<file path="config.mk">
export PLATFORM = sky130hd
export DESIGN_NAME = piso_serializer_async_rst_n
export DESIGN_NICKNAME = d
export VERILOG_FILES = /design/src/rtl/piso_pkg.sv /design/src/rtl/dff_async_rst_n_en.sv /design/src/rtl/piso_serializer_async_rst_n.sv
export SDC_FILE = /design/constraint.sdc
export NUM_CORES = 1
export LEC_CHECK = 0
export ABC_AREA = 1
export CORE_MARGIN = 8
export CORE_UTILIZATION = 50
export DETAILED_ROUTE_END_ITERATION = 10
export GPL_TIMING_DRIVEN = 0
export PLACE_DENSITY_LB_ADDON = 0.2
export REMOVE_ABC_BUFFERS = 1
export SLEW_MARGIN = 20
export SYNTH_ARGS = -nofsm -noshare
export SYNTH_HDL_FRONTEND = slang
export SYNTH_HIERARCHICAL = 1
export SYNTH_SLANG_ARGS = --single-unit
</file>
<file path="constraint.sdc">
create_clock -name clk -period 2.5 [get_ports clk]
set_clock_uncertainty 0.05 [all_clocks]
set_input_delay 0.5 -clock clk [delete_from_list [all_inputs] [get_ports clk]]
set_output_delay 0.5 -clock clk [all_outputs]
set_load 0.01 [all_outputs]
</file>
<file path="src/rtl/piso_pkg.sv">
// -----------------------------------------------------------------------------
// piso_pkg
//   Shared types and helpers for the parallel-in/serial-out serializer.
//   - piso_state_e : serializer FSM state (IDLE waits for a word, SHIFT drains it)
//   - cnt_w()      : width of the bit counter for a given word width
// -----------------------------------------------------------------------------
package piso_pkg;

  typedef enum logic {
    IDLE  = 1'b0,
    SHIFT = 1'b1
  } piso_state_e;

  // Bit counter only has to reach WIDTH-1, so ceil(log2(WIDTH)) bits suffice.
  function automatic int cnt_w(input int width);
    return $clog2(width);
  endfunction

endpackage

</file>
<file path="src/rtl/dff_async_rst_n_en.sv">
// -----------------------------------------------------------------------------
// dff_async_rst_n_en
//   Generic enabled register with asynchronous active-low reset.
// Ports:
//   i_clk    rising-edge clock
//   i_rst_n  asynchronous active-low reset, loads RST_VAL
//   i_en     load enable
//   i_d      next value
//   o_q      registered value
// -----------------------------------------------------------------------------
module dff_async_rst_n_en #(
  parameter int               WIDTH   = 1,
  parameter logic [WIDTH-1:0] RST_VAL = {WIDTH{1'b0}}
) (
  input  logic             i_clk,
  input  logic             i_rst_n,
  input  logic             i_en,
  input  logic [WIDTH-1:0] i_d,
  output logic [WIDTH-1:0] o_q
);

  // Storage element: async clear, enabled capture otherwise.
  always_ff @(posedge i_clk or negedge i_rst_n) begin
    if (!i_rst_n) begin
      o_q <= RST_VAL;
    end else if (i_en) begin
      o_q <= i_d;
    end else begin
      o_q <= o_q;
    end
  end

endmodule

</file>
<file path="src/rtl/piso_serializer_async_rst_n.sv">
// -----------------------------------------------------------------------------
// piso_serializer_async_rst_n
//   Accepts a WIDTH-bit word over valid/ready and shifts it out one bit per
//   ser_en-high cycle, with first/last framing. A new word can be accepted on
//   the last bit of the current one, so consecutive words stream without gaps.
// Ports:
//   clk          rising-edge clock
//   async_rst_n  asynchronous active-low reset
//   in_valid     in_data is valid
//   in_ready     a word is accepted this cycle if in_valid is high
//   in_data      parallel word
//   ser_en       serial-side shift enable (0 freezes all serial state)
//   ser_out      current serial bit (0 when no word is active)
//   ser_valid    ser_out carries a data bit
//   ser_first    ser_out is the first bit of its word
//   ser_last     ser_out is the last bit of its word
// -----------------------------------------------------------------------------
module piso_serializer_async_rst_n
  import piso_pkg::*;
#(
  parameter int WIDTH     = 8,
  parameter bit MSB_FIRST = 1'b0
) (
  input  logic             clk,
  input  logic             async_rst_n,
  input  logic             in_valid,
  output logic             in_ready,
  input  logic [WIDTH-1:0] in_data,
  input  logic             ser_en,
  output logic             ser_out,
  output logic             ser_valid,
  output logic             ser_first,
  output logic             ser_last
);

  localparam int             CNT_W    = cnt_w(WIDTH);
  localparam logic [CNT_W-1:0] CNT_LAST = CNT_W'(WIDTH - 1);

  if (WIDTH < 2) begin : g_width_check
    $error("piso_serializer_async_rst_n: WIDTH must be >= 2");
  end

  logic [0:0]       r_state_bits;
  piso_state_e      w_state;
  piso_state_e      w_state_nxt;
  logic [WIDTH-1:0] r_shreg;
  logic [WIDTH-1:0] w_shreg_shifted;
  logic [CNT_W-1:0] r_bit_cnt;
  logic             w_cnt_last;
  logic             w_advance;
  logic             w_load;
  logic             w_out_bit;

  // State register kept in the shared flop cell; always enabled.
  dff_async_rst_n_en #(
    .WIDTH   (1),
    .RST_VAL (1'b0)
  ) u_state_reg (
    .i_clk   (clk),
    .i_rst_n (async_rst_n),
    .i_en    (1'b1),
    .i_d     (w_state_nxt),
    .o_q     (r_state_bits)
  );

  assign w_state    = piso_state_e'(r_state_bits);
  assign w_cnt_last = (r_bit_cnt == CNT_LAST);
  // Serial state only moves while a word is active and the link is enabled.
  assign w_advance  = (w_state == SHIFT) & ser_en;
  assign w_load     = in_valid & in_ready;

  // Vacated positions fill with zero; direction chosen by MSB_FIRST.
  assign w_shreg_shifted = MSB_FIRST ? {r_shreg[WIDTH-2:0], 1'b0}
                                     : {1'b0, r_shreg[WIDTH-1:1]};
  assign w_out_bit       = MSB_FIRST ? r_shreg[WIDTH-1] : r_shreg[0];

  // Next-state logic: leave SHIFT only after the last bit with nothing queued.
  always_comb begin
    w_state_nxt = w_state;
    case (w_state)
      IDLE: begin
        if (in_valid) begin
          w_state_nxt = SHIFT;
        end else begin
          w_state_nxt = IDLE;
        end
      end
      SHIFT: begin
        if (ser_en && w_cnt_last) begin
          w_state_nxt = in_valid ? SHIFT : IDLE;
        end else begin
          w_state_nxt = SHIFT;
        end
      end
      default: begin
        w_state_nxt = IDLE;
      end
    endcase
  end

  // Output decode: ready is independent of in_valid to avoid a comb loop upstream.
  always_comb begin
    in_ready  = 1'b0;
    ser_valid = 1'b0;
    ser_first = 1'b0;
    ser_last  = 1'b0;
    ser_out   = 1'b0;
    case (w_state)
      IDLE: begin
        in_ready = 1'b1;
      end
      SHIFT: begin
        in_ready  = w_cnt_last & ser_en;
        ser_valid = 1'b1;
        ser_first = (r_bit_cnt == {CNT_W{1'b0}});
        ser_last  = w_cnt_last;
        ser_out   = w_out_bit;
      end
      default: begin
        in_ready = 1'b0;
      end
    endcase
  end

  // Shift register: load takes priority so a back-to-back word replaces the last bit.
  always_ff @(posedge clk or negedge async_rst_n) begin
    if (!async_rst_n) begin
      r_shreg <= {WIDTH{1'b0}};
    end else if (w_load) begin
      r_shreg <= in_data;
    end else if (w_advance) begin
      r_shreg <= w_shreg_shifted;
    end else begin
      r_shreg <= r_shreg;
    end
  end

  // Bit counter: returns to 0 after the last bit instead of running through unused codes.
  always_ff @(posedge clk or negedge async_rst_n) begin
    if (!async_rst_n) begin
      r_bit_cnt <= {CNT_W{1'b0}};
    end else if (w_load) begin
      r_bit_cnt <= {CNT_W{1'b0}};
    end else if (w_advance) begin
      r_bit_cnt <= w_cnt_last ? {CNT_W{1'b0}} : (r_bit_cnt + CNT_W'(1));
    end else begin
      r_bit_cnt <= r_bit_cnt;
    end
  end

endmodule

</file>
== Yosys cells after proc, flatten, opt, wreduce, memory -nomap -nowiden ==
Index checks and enable logic that the tools add are counted.

* Bits in registers: 12
* Input bits: 12
* Output and inout bits: 5
* Word-level logic and storage cells: 25

* Add/sub/neg operators: 1
* Eq/ne operators: 1
* Muxes and demuxes: 13
* Bitwise gates (word level): 4
* Reductions and logical operators: 3

{| class="wikitable"
|+ Operator list
! cell !! number
|-
| 8-bit two-way mux || 2
|-
| 3-bit two-way mux || 3
|-
| 1-bit two-way mux || 6
|-
| 1-bit one-hot mux with 2 select lines || 2
|-
| 3-bit by 1-bit adder with 3-bit output (second input constant) || 1
|-
| 1-bit bitwise AND || 3
|-
| 3-bit == test (second input constant) || 1
|-
| 3-bit zero test || 1
|-
| 2-bit nonzero test || 1
|-
| 1-bit logical AND || 1
|-
| 1-bit inverter || 1
|}

== Longest topological paths before layout ==
* Depth after elaboration: 5
* Gate-level depth with buffers: 8
* Depth with buffers taken out: 8

== By module ==
The synthesis kept the hierarchy.

{| class="wikitable"
|+ By module, submodules not included
! module !! times used !! cells an instance !! area each (sq um) !! sequential area each (sq um)
|-
| piso_serializer_async_rst_n || 1 || 93 || 661.9 || 275.3
|-
| dff_async_rst_n_en || 1 || 5 || 40.0 || 25.0
|}

== Worst setup path before layout ==
Ideal clock, no wire load.

* Path kind: register to output
* Start point: reg r_bit_cnt[0]
* End point: out in_ready
* Data arrival time: 1.023 ns
* Required time: 1.950 ns
* Setup slack: 0.927 ns
* Stages on the path, launching flop included: 6
* Buffers on the path: 1
* Cell sequence: dfrtp_1 -> ha_1 -> ha_1 -> nand2_1 -> nand2_1 -> buf_4

* Word-level cells in the longest chain between the ends: 3

{| class="wikitable"
|+ Ends and longest elaborated chain
! what !! line !! text
|-
| from (decl) || piso_serializer_async_rst_n.sv:48 || <nowiki>logic [CNT_W-1:0] r_bit_cnt;</nowiki>
|-
| from (signal assigned) || piso_serializer_async_rst_n.sv:141 || <nowiki>r_bit_cnt <= {CNT_W{1'b0}};</nowiki>
|-
| from (signal assigned) || piso_serializer_async_rst_n.sv:143 || <nowiki>r_bit_cnt <= {CNT_W{1'b0}};</nowiki>
|-
| from (signal assigned) || piso_serializer_async_rst_n.sv:145 || <nowiki>r_bit_cnt <= w_cnt_last ? {CNT_W{1'b0}} : (r_bit_cnt + CNT_W'(1));</nowiki>
|-
| 3-bit == test || piso_serializer_async_rst_n.sv:67 || <nowiki>assign w_cnt_last = (r_bit_cnt == CNT_LAST);</nowiki>
|-
| 1-bit bitwise AND || piso_serializer_async_rst_n.sv:113 || <nowiki>in_ready = w_cnt_last & ser_en;</nowiki>
|-
| 1-bit one-hot mux with 2 select lines || piso_serializer_async_rst_n.sv:108 || <nowiki>case (w_state)</nowiki>
|-
| to (decl) || piso_serializer_async_rst_n.sv:27 || <nowiki>output logic in_ready,</nowiki>
|}

Every way passes these cells.

== Worst setup path in the final report ==
Same ends and word-level chain as after synthesis.

==> metrics.cfg <==
[outcome]
outcome = completed

[floorplan]
start_util_pct = 53.9
rows = 13
fp.dieW_microns = 53.5
io_pins = 17
die_h_microns = 53.5
die-area_sq_mm = 0.00286
core-area_sq_mm = 0.00130

[timing]
drv_slew = 0
slew_headroom_pct = 63.0
fmax_ghz = 0.424
period_share_pct = 94.4
period_needed_ns = 2.36
setup_viol = 0
timing.setup.tns_ns = 0
tightest_slew_ns = 0.554
report.final.hold_viol_count = 0
rsz0062_at_grt = no

[worst_hold_path]
min_path_type = reg -> reg
worstHoldStart = r_shreg[2]
worstHoldPathCells = 2
hold_end = r_shreg[2]

[logic_synthesis]
syn_area_per_cell_sq_um = 7.16
syn_area_sq_um = 702
ys_seq_area_share_pct = 42.8
ys_top_cells_by_area = dfrtp_1 (43%), nand2_1 (19%), nand3_1 (11%)
synthArstFlopShare_pct = 100
synthCells = 98
synth_common_cells = nand2_1 (36), inv_1 (20), nand3_1 (16)
synth_ff_type = dfrtp_1
ys_ff_latch = 12
yosysMostFrequentCell = nand2_1
synthDistinctLibCells = 13
yosys.area.top_type = dfrtp_1
synth-edff-count = 0
synth_top_area_share_pct = 42.8
yosysWarnings = 6

[global_route]
gr-total-overflow = 0
grt_pass1_wl_microns = 2490
grt_usage_pct = 12.1
antenna_found_initial = 0
grt_max_degree = 13
first_global_vias = 582

[critical_path]
path_buf_inv = 1
startpoint_type = register
timing.rr.start = r_bit_cnt[0]
r2r_cells = 8
r2r_setup_slack_ns = 0.85
worstPathMaxFanout = 11
path_cells = ha_1 -> ha_1 -> nand2_1 -> nand2_2 -> clkdlybuf4s50_1
critical_path.top_delay_family = buffers and inverters
arrival_ns = 1.81
worst_setup_path_end_kind = primary output
cp_common_cell = ha_1
max_stage_delay_ns = 0.53
cp_slowest_cell = clkdlybuf4s50_1
cp.required_ns = 1.95
crit_type = reg -> out
rr_endpoint = r_shreg[2]

[layout]
multiInputGateArea_sq_um = 299
syn_to_final_growth_pct = 25.3
finalInstanceArea_sq_um = 880
drive_above_1_share_pct = 5.22
regArea_sq_um = 300
final_nets = 132
diodes = 0
fillers = 124

[clock_network]
clockBufferDepth = 2
cts_buffers = 3
postCtsSetupBuffers = 0
numClockSinks = 12
post_cts_resized = 0
cts_htree_levels = 1
root_buffer = clkbuf_4
clk_latency_ns = 0.27
cts_tree = yes
ctsHoldBuffers = 0
clkTransAtPathRegs_ns = 0.07

[power]
sequentialPowerShare_pct = 46.9
p_comb_share_pct = 33.6
finalPower_w = 0.000616
clockPowerShare_pct = 19.5
power.switching_w = 0.000213
p_int_w = 0.000403
ir_drop_uv = 332
power_density_mw_per_mm2 = 700
p_leak_nw = 0.513
switching_share_pct = 34.5

[placed_design]
port_buffers = 16
postPlaceCellArea_sq_um = 855
dp_hpwl_microns = 1130
gp_congestion = 0.714

[drt]
num_vias = 613
firstDrtPassIters = 4
wl_per_cell_microns = 11.5
ant_nets = 0
drt-total-wl_microns = 1500
drc = 0
drt_iter0_markers = 10
vias_per_cell = 4.72

[flow_run]
maxCapViolations = 0

cell families (layout without fill, tap and decap cells):
group	after synthesis	count (layout)	synth area share (%)
adders and majority gates	3	3	5.35
buffers and inverters	24	40	15.5
and+or+nand+nor	54	54	32.4
DFF	12	12	42.8
AOI/OAI and AO/OA	4	4	3.39
other	1	2	0.534
sequential cells by signal (all words and copies together) (netlist names):
signal,cells
r_shreg,8
r_bit_cnt,3
u_state_reg/o_q,1
how the worst max path moves through the flow:
stage | end | slack (ns) | start | cells past startpoint
detailed placement | in_ready | 0.04 | ser_en | 4
global route | in_ready | 0.04 | r_bit_cnt[0] | 5
CTS | in_ready | 0.03 | ser_en | 4
finish | in_ready | 0.14 | r_bit_cnt[0] | 5
global placement | in_ready | 0.03 | ser_en | 4
floorplan | r_shreg[0] | 0.93 | r_bit_cnt[0] | 8
stage by stage:
stage,hold WS [ns],setup slack (ns),utilization (%),std cells
4_1_cts,0.445,0.0292,67.4,130
3_3_place_gp,0.414,0.0259,65.7,127
2_1_floorplan,0.154,0.928,-,96
3_5_place_dp,0.426,0.0379,65.7,127
5_1_grt,0.466,0.0397,67.6,130
6_report,0.438,0.139,67.6,130
tightest hold or removal path, cell delays in order (launching register included):
cell and delay (ns):
dfrtp_1 0.35, nand2_1 0.05, nand2_1 0.05
layout by cell type, fill, tap and decap left out:
cell,n
and3b_1,1
clkbuf_4,3
clkdlybuf4s50_1,16
conb_1,2
dfrtp_1,12
ha_1,3
inv_1,20
inv_2,1
nand2_1,35
nand2_2,1
nand3_1,16
nor2_1,1
o21ai_0,3
o21ai_2,1
power by group through the flow:
stage | clock network, W | registers (W) | logic, W
6_report | 0.000120 | 0.000289 | 0.000207
5_1_grt | 0.000129 | 0.000297 | 0.000241
4_1_cts | 0.000123 | 0.000289 | 0.000210
3_5_place_dp | 0 | 0.000292 | 0.000209
3_3_place_gp | 0 | 0.000288 | 0.000198
2_1_floorplan | 0 | 0.000282 | 0.000129
area by class of cell:
| class | count | area share (%) |
|---|---|---|
| inverters | 21 | 8.96 |
| clock buffers | 3 | 2.56 |
| repair buffers | 16 | 18.2 |
| well taps | 15 | 2.13 |
| flip-flops and latches | 12 | 34.1 |
| multi-input cells | 63 | 34.0 |
layer usage:
layer | vias to the layer above | wire length [microns] | global-route usage, %
li1 | 326 | - | -
met1 | 267 | 675 | 13.5
met2 | 16 | 695 | 18.9
met3 | 4 | 83 | 3.64
met4 | 0 | 46 | 8.82
met5 | - | 0 | 0
No activity file was read; power rests on OpenSTA's default activity.
